--- config.mk ---
export PLATFORM = sky130hd
export DESIGN_NAME = rom_port_arbiter
export DESIGN_NICKNAME = d
export VERILOG_FILES = /design/src/rtl/rom_arb_pkg.sv /design/src/rtl/rom_addr_check.sv /design/src/rtl/rom_port_arbiter.sv
export SDC_FILE = /design/constraint.sdc
export NUM_CORES = 1
export LEC_CHECK = 0
export CAP_MARGIN = 20
export CORE_MARGIN = 3
export CORE_UTILIZATION = 40
export DETAILED_ROUTE_END_ITERATION = 12
export PLACE_DENSITY_LB_ADDON = 0.15
export SETUP_SLACK_MARGIN = 0.02
export SYNTH_ARGS = -nofsm -noshare
export SYNTH_HDL_FRONTEND = slang
export SYNTH_SLANG_ARGS = --single-unit
--- constraint.sdc ---
create_clock -name clk -period 2.5 [get_ports clk]
set_clock_uncertainty 0.05 [all_clocks]
set_input_delay 0.5 -clock clk [delete_from_list [all_inputs] [get_ports clk]]
set_output_delay 0.5 -clock clk [all_outputs]
set_load 0.03 [all_outputs]
--- src/rtl/rom_arb_pkg.sv ---
// Shared types and constants for the ROM read-port arbiter.
package rom_arb_pkg;

  typedef enum logic [1:0] {
    IDLE = 2'd0,
    READ = 2'd1,
    RESP = 2'd2
  } state_e;

  localparam logic OWN_IF = 1'b0;
  localparam logic OWN_LS = 1'b1;

  localparam logic [31:0] DEFAULT_BASE_ADDR = 32'h0040_0000;
  localparam int          WORD_SHIFT        = 2;

  // ROM word index of a byte address inside the .text window.
  function automatic logic [31:0] word_index(input logic [31:0] addr,
                                             input logic [31:0] base);
    return (addr - base) >> WORD_SHIFT;
  endfunction

endpackage

--- src/rtl/rom_addr_check.sv ---
// Combinational legality check of a byte address against the ROM window.
module rom_addr_check #(
  parameter int                    ADDR_WIDTH = 32,
  parameter logic [ADDR_WIDTH-1:0] BASE_ADDR  = ADDR_WIDTH'(32'h0040_0000),
  parameter int                    DEPTH      = 64
) (
  input  logic [ADDR_WIDTH-1:0] addr,
  output logic                  misaligned,
  output logic                  out_of_range,
  output logic                  err
);

  // One extra bit so BASE_ADDR + 4*DEPTH cannot wrap at the top of the space.
  localparam logic [ADDR_WIDTH:0] LO_BOUND = {1'b0, BASE_ADDR};
  localparam logic [ADDR_WIDTH:0] HI_BOUND = LO_BOUND + ((ADDR_WIDTH+1)'(DEPTH) << 2);

  logic [ADDR_WIDTH:0] addr_ext;

  // Classify the address: word alignment, then window bounds.
  always_comb begin
    addr_ext     = {1'b0, addr};
    misaligned   = (addr[1:0] != 2'b00);
    out_of_range = (addr_ext < LO_BOUND) || (addr_ext >= HI_BOUND);
    err          = misaligned || out_of_range;
  end

endmodule

--- src/rtl/rom_port_arbiter.sv ---
// Shares the combinational program-ROM read port between instruction fetch
// and load/store. Each access is IDLE/RESP -> READ -> RESP.
// Optional macro ROM_ARB_RR_EN: round-robin tie-break instead of fixed LS > IF.
module rom_port_arbiter
  import rom_arb_pkg::*;
#(
  parameter int                    DATA_WIDTH = 32,
  parameter int                    ADDR_WIDTH = 32,
  parameter logic [ADDR_WIDTH-1:0] BASE_ADDR  = ADDR_WIDTH'(DEFAULT_BASE_ADDR),
  parameter int                    DEPTH      = 64
) (
  input  logic                  clk,
  input  logic                  reset,
  input  logic                  if_req,
  input  logic [ADDR_WIDTH-1:0] if_addr,
  input  logic                  if_flush,
  output logic                  if_gnt,
  output logic                  if_rvalid,
  output logic [DATA_WIDTH-1:0] if_rdata,
  output logic                  if_err,
  input  logic                  ls_req,
  input  logic [ADDR_WIDTH-1:0] ls_addr,
  output logic                  ls_gnt,
  output logic                  ls_rvalid,
  output logic [DATA_WIDTH-1:0] ls_rdata,
  output logic                  ls_err,
  output logic [ADDR_WIDTH-1:0] rom_addr,
  input  logic [DATA_WIDTH-1:0] rom_q,
  output logic                  busy
);

  state_e                state_q, state_d;
  logic                  owner_q, owner_d;
  logic                  err_pend_q, err_pend_d;
  logic                  flush_q, flush_d;
  logic [ADDR_WIDTH-1:0] rom_addr_q, rom_addr_d;
  logic                  if_gnt_q, if_gnt_d, ls_gnt_q, ls_gnt_d;
  logic [DATA_WIDTH-1:0] if_rdata_q, if_rdata_d, ls_rdata_q, ls_rdata_d;
  logic                  if_err_q, if_err_d, ls_err_q, ls_err_d;
`ifdef ROM_ARB_RR_EN
  logic                  last_q, last_d;
`endif

  logic                  any_req;
  logic                  pick;
  logic [ADDR_WIDTH-1:0] sel_addr;
  logic                  chk_mis, chk_oor, chk_err, sel_err;
  logic                  flushed;

  rom_addr_check #(
    .ADDR_WIDTH (ADDR_WIDTH),
    .BASE_ADDR  (BASE_ADDR),
    .DEPTH      (DEPTH)
  ) u_check (
    .addr         (sel_addr),
    .misaligned   (chk_mis),
    .out_of_range (chk_oor),
    .err          (chk_err)
  );

  // Choose the winning requester and its address for this cycle.
  always_comb begin
    any_req = if_req | ls_req;
`ifdef ROM_ARB_RR_EN
    if (if_req && ls_req) pick = ~last_q;
    else                  pick = ls_req ? OWN_LS : OWN_IF;
`else
    pick = ls_req ? OWN_LS : OWN_IF;
`endif
    sel_addr = (pick == OWN_LS) ? ls_addr : if_addr;
    sel_err  = chk_err | chk_mis | chk_oor;
  end

  // Next-state logic for the access sequencer and the response registers.
  // NOTE: every _d gets its hold value first so no path leaves it unassigned
  // and no latch is inferred.
  always_comb begin
    state_d    = state_q;
    owner_d    = owner_q;
    err_pend_d = err_pend_q;
    flush_d    = flush_q;
    rom_addr_d = rom_addr_q;
    if_gnt_d   = 1'b0;
    ls_gnt_d   = 1'b0;
    if_rdata_d = if_rdata_q;
    ls_rdata_d = ls_rdata_q;
    if_err_d   = if_err_q;
    ls_err_d   = ls_err_q;
`ifdef ROM_ARB_RR_EN
    last_d     = last_q;
`endif
    flushed    = flush_q | ((owner_q == OWN_IF) & if_flush);

    case (state_q)
      IDLE, RESP: begin
        if (any_req) begin
          state_d    = READ;
          owner_d    = pick;
          err_pend_d = sel_err;
          flush_d    = 1'b0;
          if (!sel_err) rom_addr_d = sel_addr;
          if (pick == OWN_LS) ls_gnt_d = 1'b1;
          else                if_gnt_d = 1'b1;
`ifdef ROM_ARB_RR_EN
          last_d     = pick;
`endif
        end else begin
          state_d = IDLE;
        end
      end
      READ: begin
        state_d = RESP;
        flush_d = flushed;
        if (owner_q == OWN_LS) begin
          ls_rdata_d = err_pend_q ? '0 : rom_q;
          ls_err_d   = err_pend_q;
        end else if (!flushed) begin
          // A cancelled fetch is not a response, so the old word is kept.
          if_rdata_d = err_pend_q ? '0 : rom_q;
          if_err_d   = err_pend_q;
        end
      end
      default: state_d = IDLE;
    endcase
  end

  // State and response registers with synchronous reset.
  // NOTE: sequential state uses non-blocking assignments only, so every flop
  // samples its pre-edge value regardless of statement order.
  always_ff @(posedge clk) begin
    if (reset) begin
      state_q    <= IDLE;
      owner_q    <= OWN_IF;
      err_pend_q <= 1'b0;
      flush_q    <= 1'b0;
      rom_addr_q <= BASE_ADDR;
      if_gnt_q   <= 1'b0;
      ls_gnt_q   <= 1'b0;
      if_rdata_q <= '0;
      ls_rdata_q <= '0;
      if_err_q   <= 1'b0;
      ls_err_q   <= 1'b0;
`ifdef ROM_ARB_RR_EN
      last_q     <= OWN_IF;
`endif
    end else begin
      state_q    <= state_d;
      owner_q    <= owner_d;
      err_pend_q <= err_pend_d;
      flush_q    <= flush_d;
      rom_addr_q <= rom_addr_d;
      if_gnt_q   <= if_gnt_d;
      ls_gnt_q   <= ls_gnt_d;
      if_rdata_q <= if_rdata_d;
      ls_rdata_q <= ls_rdata_d;
      if_err_q   <= if_err_d;
      ls_err_q   <= ls_err_d;
`ifdef ROM_ARB_RR_EN
      last_q     <= last_d;
`endif
    end
  end

  // Output mapping; a fetch response is dropped if flush is seen at any point.
  always_comb begin
    if_gnt    = if_gnt_q;
    ls_gnt    = ls_gnt_q;
    if_rvalid = (state_q == RESP) && (owner_q == OWN_IF) && !flush_q && !if_flush;
    ls_rvalid = (state_q == RESP) && (owner_q == OWN_LS);
    if_rdata  = if_rdata_q;
    ls_rdata  = ls_rdata_q;
    if_err    = if_err_q;
    ls_err    = ls_err_q;
    rom_addr  = rom_addr_q;
    busy      = (state_q != IDLE);
  end

endmodule

# --- Word level (Yosys, flattened, before mapping) ---
# Cells that the tools add are included.
totals:
  ff_bits: 105
  word_cells: 54
  mem_count: 0
  input_bits: 101
  mem_bits_rw: 0
  latch_bits: 0
  romBits: 0
classes:
  n_mux: 9
  eq_ne: 3
  n_div: 0
  n_reduce_logical: 19
  mul: 0
  addsub: 0
  n_bitwise: 10
  n_lt_le_gt_ge: 2
  shifts: 0
op_table:
  columns: ["operator", "n"]
  rows:
  - ["2-to-1 mux 32 bit", 2]
  - [">= comparator 32 x 23 -> 1 bit (second input constant)", 1]
  - ["< comparator 32 x 23 -> 1 bit (second input constant)", 1]
  - ["AND reduction 2 bit", 3]
  - ["AND reduction 3 bit", 2]
  - ["nonzero test 2 bit", 3]
  - ["2-to-1 mux 1 bit", 5]
  - ["NOT 1 bit", 5]
  - ["logical AND 1 bit", 4]
  - ["OR 1 bit", 4]
  - ["one-hot mux 2 bit (2 select lines)", 1]
  - ["OR reduction 3 bit", 1]
  - ["== test 2 x 1 -> 1 bit (second input constant)", 1]
  - ["== test 2 bit (second input constant)", 1]
  - ["zero test 1 bit", 2]
  - ["zero test 2 bit", 1]
  - ["logical OR 1 bit", 2]
  - ["!= test 2 bit (second input constant)", 1]
  - ["one-hot mux 1 bit (2 select lines)", 1]
  - ["OR reduction 2 bit", 1]
  - ["AND 1 bit", 1]

# --- Depth between registers and ports, before layout ---
depth:
  depth_word: 9
  ltp_mapped: 7
  ltp_nobuf: 5

# --- By module ---
# A second synthesis with hierarchy kept.
unflattened:
  hier_cells: 523
  area_unflattened_um2: 4613.2
by_module_without_submodules:
  columns: ["module", "area_each_um2", "cells_per_inst", "n_inst", "seq_area_each_um2"]
  rows:
  - ["rom_port_arbiter", 4538.1, 512, 1, 2102.0]
  - ["rom_addr_check", 75.1, 11, 1, 0.0]

# --- Least setup slack after synthesis ---
# No wires, ideal clock.
synth_path:
  kind: "input to output"
  startpoint: "input port if_flush"
  endpoint: "output port if_rvalid"
  cell_stages: 1
  path_buffers: 0
  required_time_ns: 1.950
  t_arrival_ns: 1.449
  path_slack_ns: 0.501
  path_cell_list: "nor4_1"
synth_via:
  elab_chain_len: 2
synth_rtl:
  columns: ["element", "line_no", "rtl"]
  rows:
  - ["start: declaration", "rom_port_arbiter.sv:16", "input logic if_flush,"]
  - ["zero test 1 bit", "rom_port_arbiter.sv:168", "if_rvalid = (state_q == RESP) && (owner_q == OWN_IF) && !flush_q && !if_flush;"]
  - ["logical AND 1 bit", "rom_port_arbiter.sv:168", null]
  - ["end: declaration", "rom_port_arbiter.sv:18", "output logic if_rvalid,"]
# Every way passes these cells.

# --- Final worst setup path ---
layout_path:
  startpoint: "register owner_q"
  endpoint: "output port ls_rvalid"
layout_via:
  elab_chain_len: 1
layout_rtl:
  columns: ["element", "line_no", "rtl"]
  rows:
  - ["start: declaration", "rom_port_arbiter.sv:33", "logic owner_q, owner_d;"]
  - ["start signal: assignment", "rom_port_arbiter.sv:148", "owner_q <= owner_d;"]
  - ["logical AND 1 bit", "rom_port_arbiter.sv:169", "ls_rvalid = (state_q == RESP) && (owner_q == OWN_LS);"]
  - ["end: declaration", "rom_port_arbiter.sv:24", "output logic ls_rvalid,"]
# Every way passes these cells.

==> results_dict.tcl <==
set metrics [dict create \
    status "finished, final reports clean" \
    ant_nets 0 \
    ff2ff_path_depth 6 \
    avgSynthCellArea_um2 8.62 \
    maxSlewHeadroom_pct 51.3 \
    gp_congestion 0.751 \
    fmax_ghz 0.427 \
    dr.pass1.iters 4 \
    r2r-start "state_q[0]" \
    post_cts_buffers 0 \
    crit_family "buffers and inverters" \
    yosys-mux-area-fraction_pct 1.49 \
    r2r-end "rom_addr[5]" \
    critPathMaxStageDelay_ns 0.72 \
    die_height_um 106 \
    use_met3_pct 5.83 \
    synth_compound_area_share_pct 11.4 \
    p_total_mw 3.18 \
    nets 760 \
    core_um2 9500 \
    grt_pass1_wl_um 18300 \
    tightestPinTransition_ns 0.731 \
    cts_tree "done" \
    die-area_um2 11300 \
    crit_path_start "owner_q" \
    synth_seq_cells 105 \
    clock_tree.root_cell "clkbuf_8" \
    io_buffers 203 \
    drc_errors 0 \
    utilization_pct 66.9 \
    timing.final.hold_violations 0 \
    cts.sinks 105 \
    antenna_found_initial 0 \
    synth_xor_area_share_pct 0 \
    drv_cap 0 \
    syn_to_final_growth_pct 57.9 \
    yosys_warnings 0 \
    synthSimpleGateAreaFrac_pct 30.9 \
    timing.critical_path.buf_inv 2 \
    cts_hold_buf 0 \
    grt_pass1_vias 3629 \
    crit_fanout 5 \
    synth_top_family_by_area "simple AND/OR/NAND/NOR gates" \
    syn_nets 568 \
    vdd_drop_max_mv 0.232 \
    rsz0062_at_grt "no" \
    crit_path_end_kind "output port" \
    drive_gt1_share_pct 9.19 \
    synth_fa_ha_area_share_pct 0 \
    leakage_nw 2.24 \
    clk_pin_slew_ns 0.09 \
    dp_hpwl_um 8570 \
    endpoint "ls_rvalid" \
    yosysSeqAreaShare_pct 52.2 \
    ctsResizeCount 0 \
    clk_latency_ns 0.36 \
    grt.busiest_layer "met2" \
    drtIter0Drc 112 \
    power_density_nw_per_um2 500 \
    finalSetupViolations 0 \
    numCtsBuffers 9 \
    grt_use_met2_pct 35.3 \
    fin_crit_sh_pct 93.7 \
    netlist_area_um2 4020 \
    drv_slew 0 \
    routed_via_density 4.70 \
    cp-start-kind "register" \
    cp.arrival_ns 1.79 \
    grt_max_degree 79 \
    fin_crit_ns 2.34 \
    r2r_setup_slack_ns 0.67 \
    crit_cells 3 \
    critPathKind "register to output port" \
    hp-class "register to register" \
    vias 3730 \
    clock_path_buffers 2 \
    path_cells "inv_1 -> nor2_1 -> clkdlybuf4s50_1" \
    diodes 0 \
    wirelength_um 11800 \
    htreeDepth 3 \
    die_w_um 106 \
    required_ns 1.95 \
    wire_per_inst_um 14.9 \
    grt_use_met1_pct 24.0 \
    syn_inst 467 \
    initial_core_util_pct 42.3 \
    track_usage_pct 20.2 \
    overflow 0 \
    slowest_stage "clkdlybuf4s50_1" \
    ios 204 \
    synthDistinctLibCells 32 \
    fp-row-count 35 \
]
[where the power goes]
group / switching (mW) / leakage (nW) / total, mW / internal, mW
clock: 0.601 / 0.0916 / 0.977 / 0.376
sequential: 0.0264 / 0.849 / 1.73 / 1.70
combinational: 0.219 / 1.30 / 0.468 / 0.249
total: 0.847 / 2.24 / 3.18 / 2.33
[cell families (layout without fill, tap and decap cells)]
| kind of cell | Yosys count | in the layout |
|---|---|---|
| AND/OR/NAND/NOR | 240 | 240 |
| flip-flops | 105 | 105 |
| AO/OA/AOI/OAI | 82 | 82 |
| buffers and inverters | 34 | 231 |
| multiplexers | 6 | 6 |
[layer usage]
layer	share of wire, %	up-vias	wire, um
met2	48	111	5710
li1	-	1909	-
met3	7.0	12	830
met4	1.2	0	136
met5	0	-	0
met1	43	1698	5110
[cells in the mapped netlist]
master / number / area, um2
nand2_1: 134 / 503
dfxtp_1: 105 / 2100
a21oi_1: 73 / 365
nor2b_1: 32 / 200
clkbuf_1: 26 / 97.6
and2_4: 20 / 175
nor2_1: 9 / 33.8
nor4_1: 9 / 56.3
and2_1: 6 / 37.5
and3_1: 6 / 37.5
mux2i_1: 6 / 60.1
nor3_2: 6 / 60.1
buf_6: 4 / 45.0
a22oi_1: 3 / 22.5
inv_1: 3 / 11.3
nand3b_1: 3 / 22.5
nor3_1: 3 / 15.0
nor4b_1: 3 / 26.3
nand2b_1: 2 / 12.5
or2_2: 2 / 12.5
a21oi_2: 1 / 8.76
a21oi_4: 1 / 16.3
a221oi_1: 1 / 8.76
a221oi_4: 1 / 26.3
buf_2: 1 / 5.00
nand2b_4: 1 / 13.8
nand3_1: 1 / 5.00
nor4_2: 1 / 12.5
o21ai_0: 1 / 5.00
o21bai_1: 1 / 7.51
or2b_1: 1 / 7.51
or3_4: 1 / 11.3
[layout make-up]
type,instances,area [um2]
clock buffers,10,128
fillers,803,3150
clock inverters,6,48.8
well taps,129,161
flip-flops and latches,105,2100
inverters,3,11.3
repair buffers,212,2130
multi-input cells,328,1770
[stage by stage]
stage	TNS (ns)	hold WS, ns	instances	setup slack (ns)	cell area [um2]
CTS	0	0.399	793	0.133	6350
global placement	-0.0147	0.372	777	-0.0147	6180
detailed placement	-0.452	0.377	777	-0.0737	6180
floorplan	0	0.452	467	0.501	4020
finish	0	0.396	793	0.158	6350
global route	0	0.429	793	0.0701	6350
[cell usage in the layout (no fill, tap or decap), types with 2 or more instances in the layout]
cell type and count:
and2_1 6, buf_4 7, inv_1 3, inv_6 3, nor3_2 6, dfxtp_1 105, nor2_1 8, clkbuf_8 9
nor2b_1 32, a21oi_1 73, and3_1 6, clkdlybuf4s50_1 201, nand2_1 134, nor4_1 9, nand2b_1 2, or2_2 2
mux2i_1 6, nand3b_1 3, and2_4 20, buf_12 3, nor3_1 3, a22oi_1 3, nor4b_1 3, clkinv_4 2
[worst min path at each step]
stage	slack (ns)	startpoint	end	cells after the start
global placement	0.37	rom_addr[22]	rom_addr[22]	1
floorplan	0.45	owner_q	owner_q	2
detailed placement	0.38	rom_addr[22]	rom_addr[22]	1
global route	0.43	if_rdata[1]	if_rdata[1]	2
CTS	0.40	rom_addr[22]	rom_addr[22]	1
finish	0.40	rom_addr[22]	rom_addr[22]	1
[registers in the layout, summed over array words and instances (netlist names), 2 cells and up]
name / cells
ls_rdata: 32
if_rdata: 32
state_q: 2
rom_addr: 32
Power figures use the tool's default switching activity.
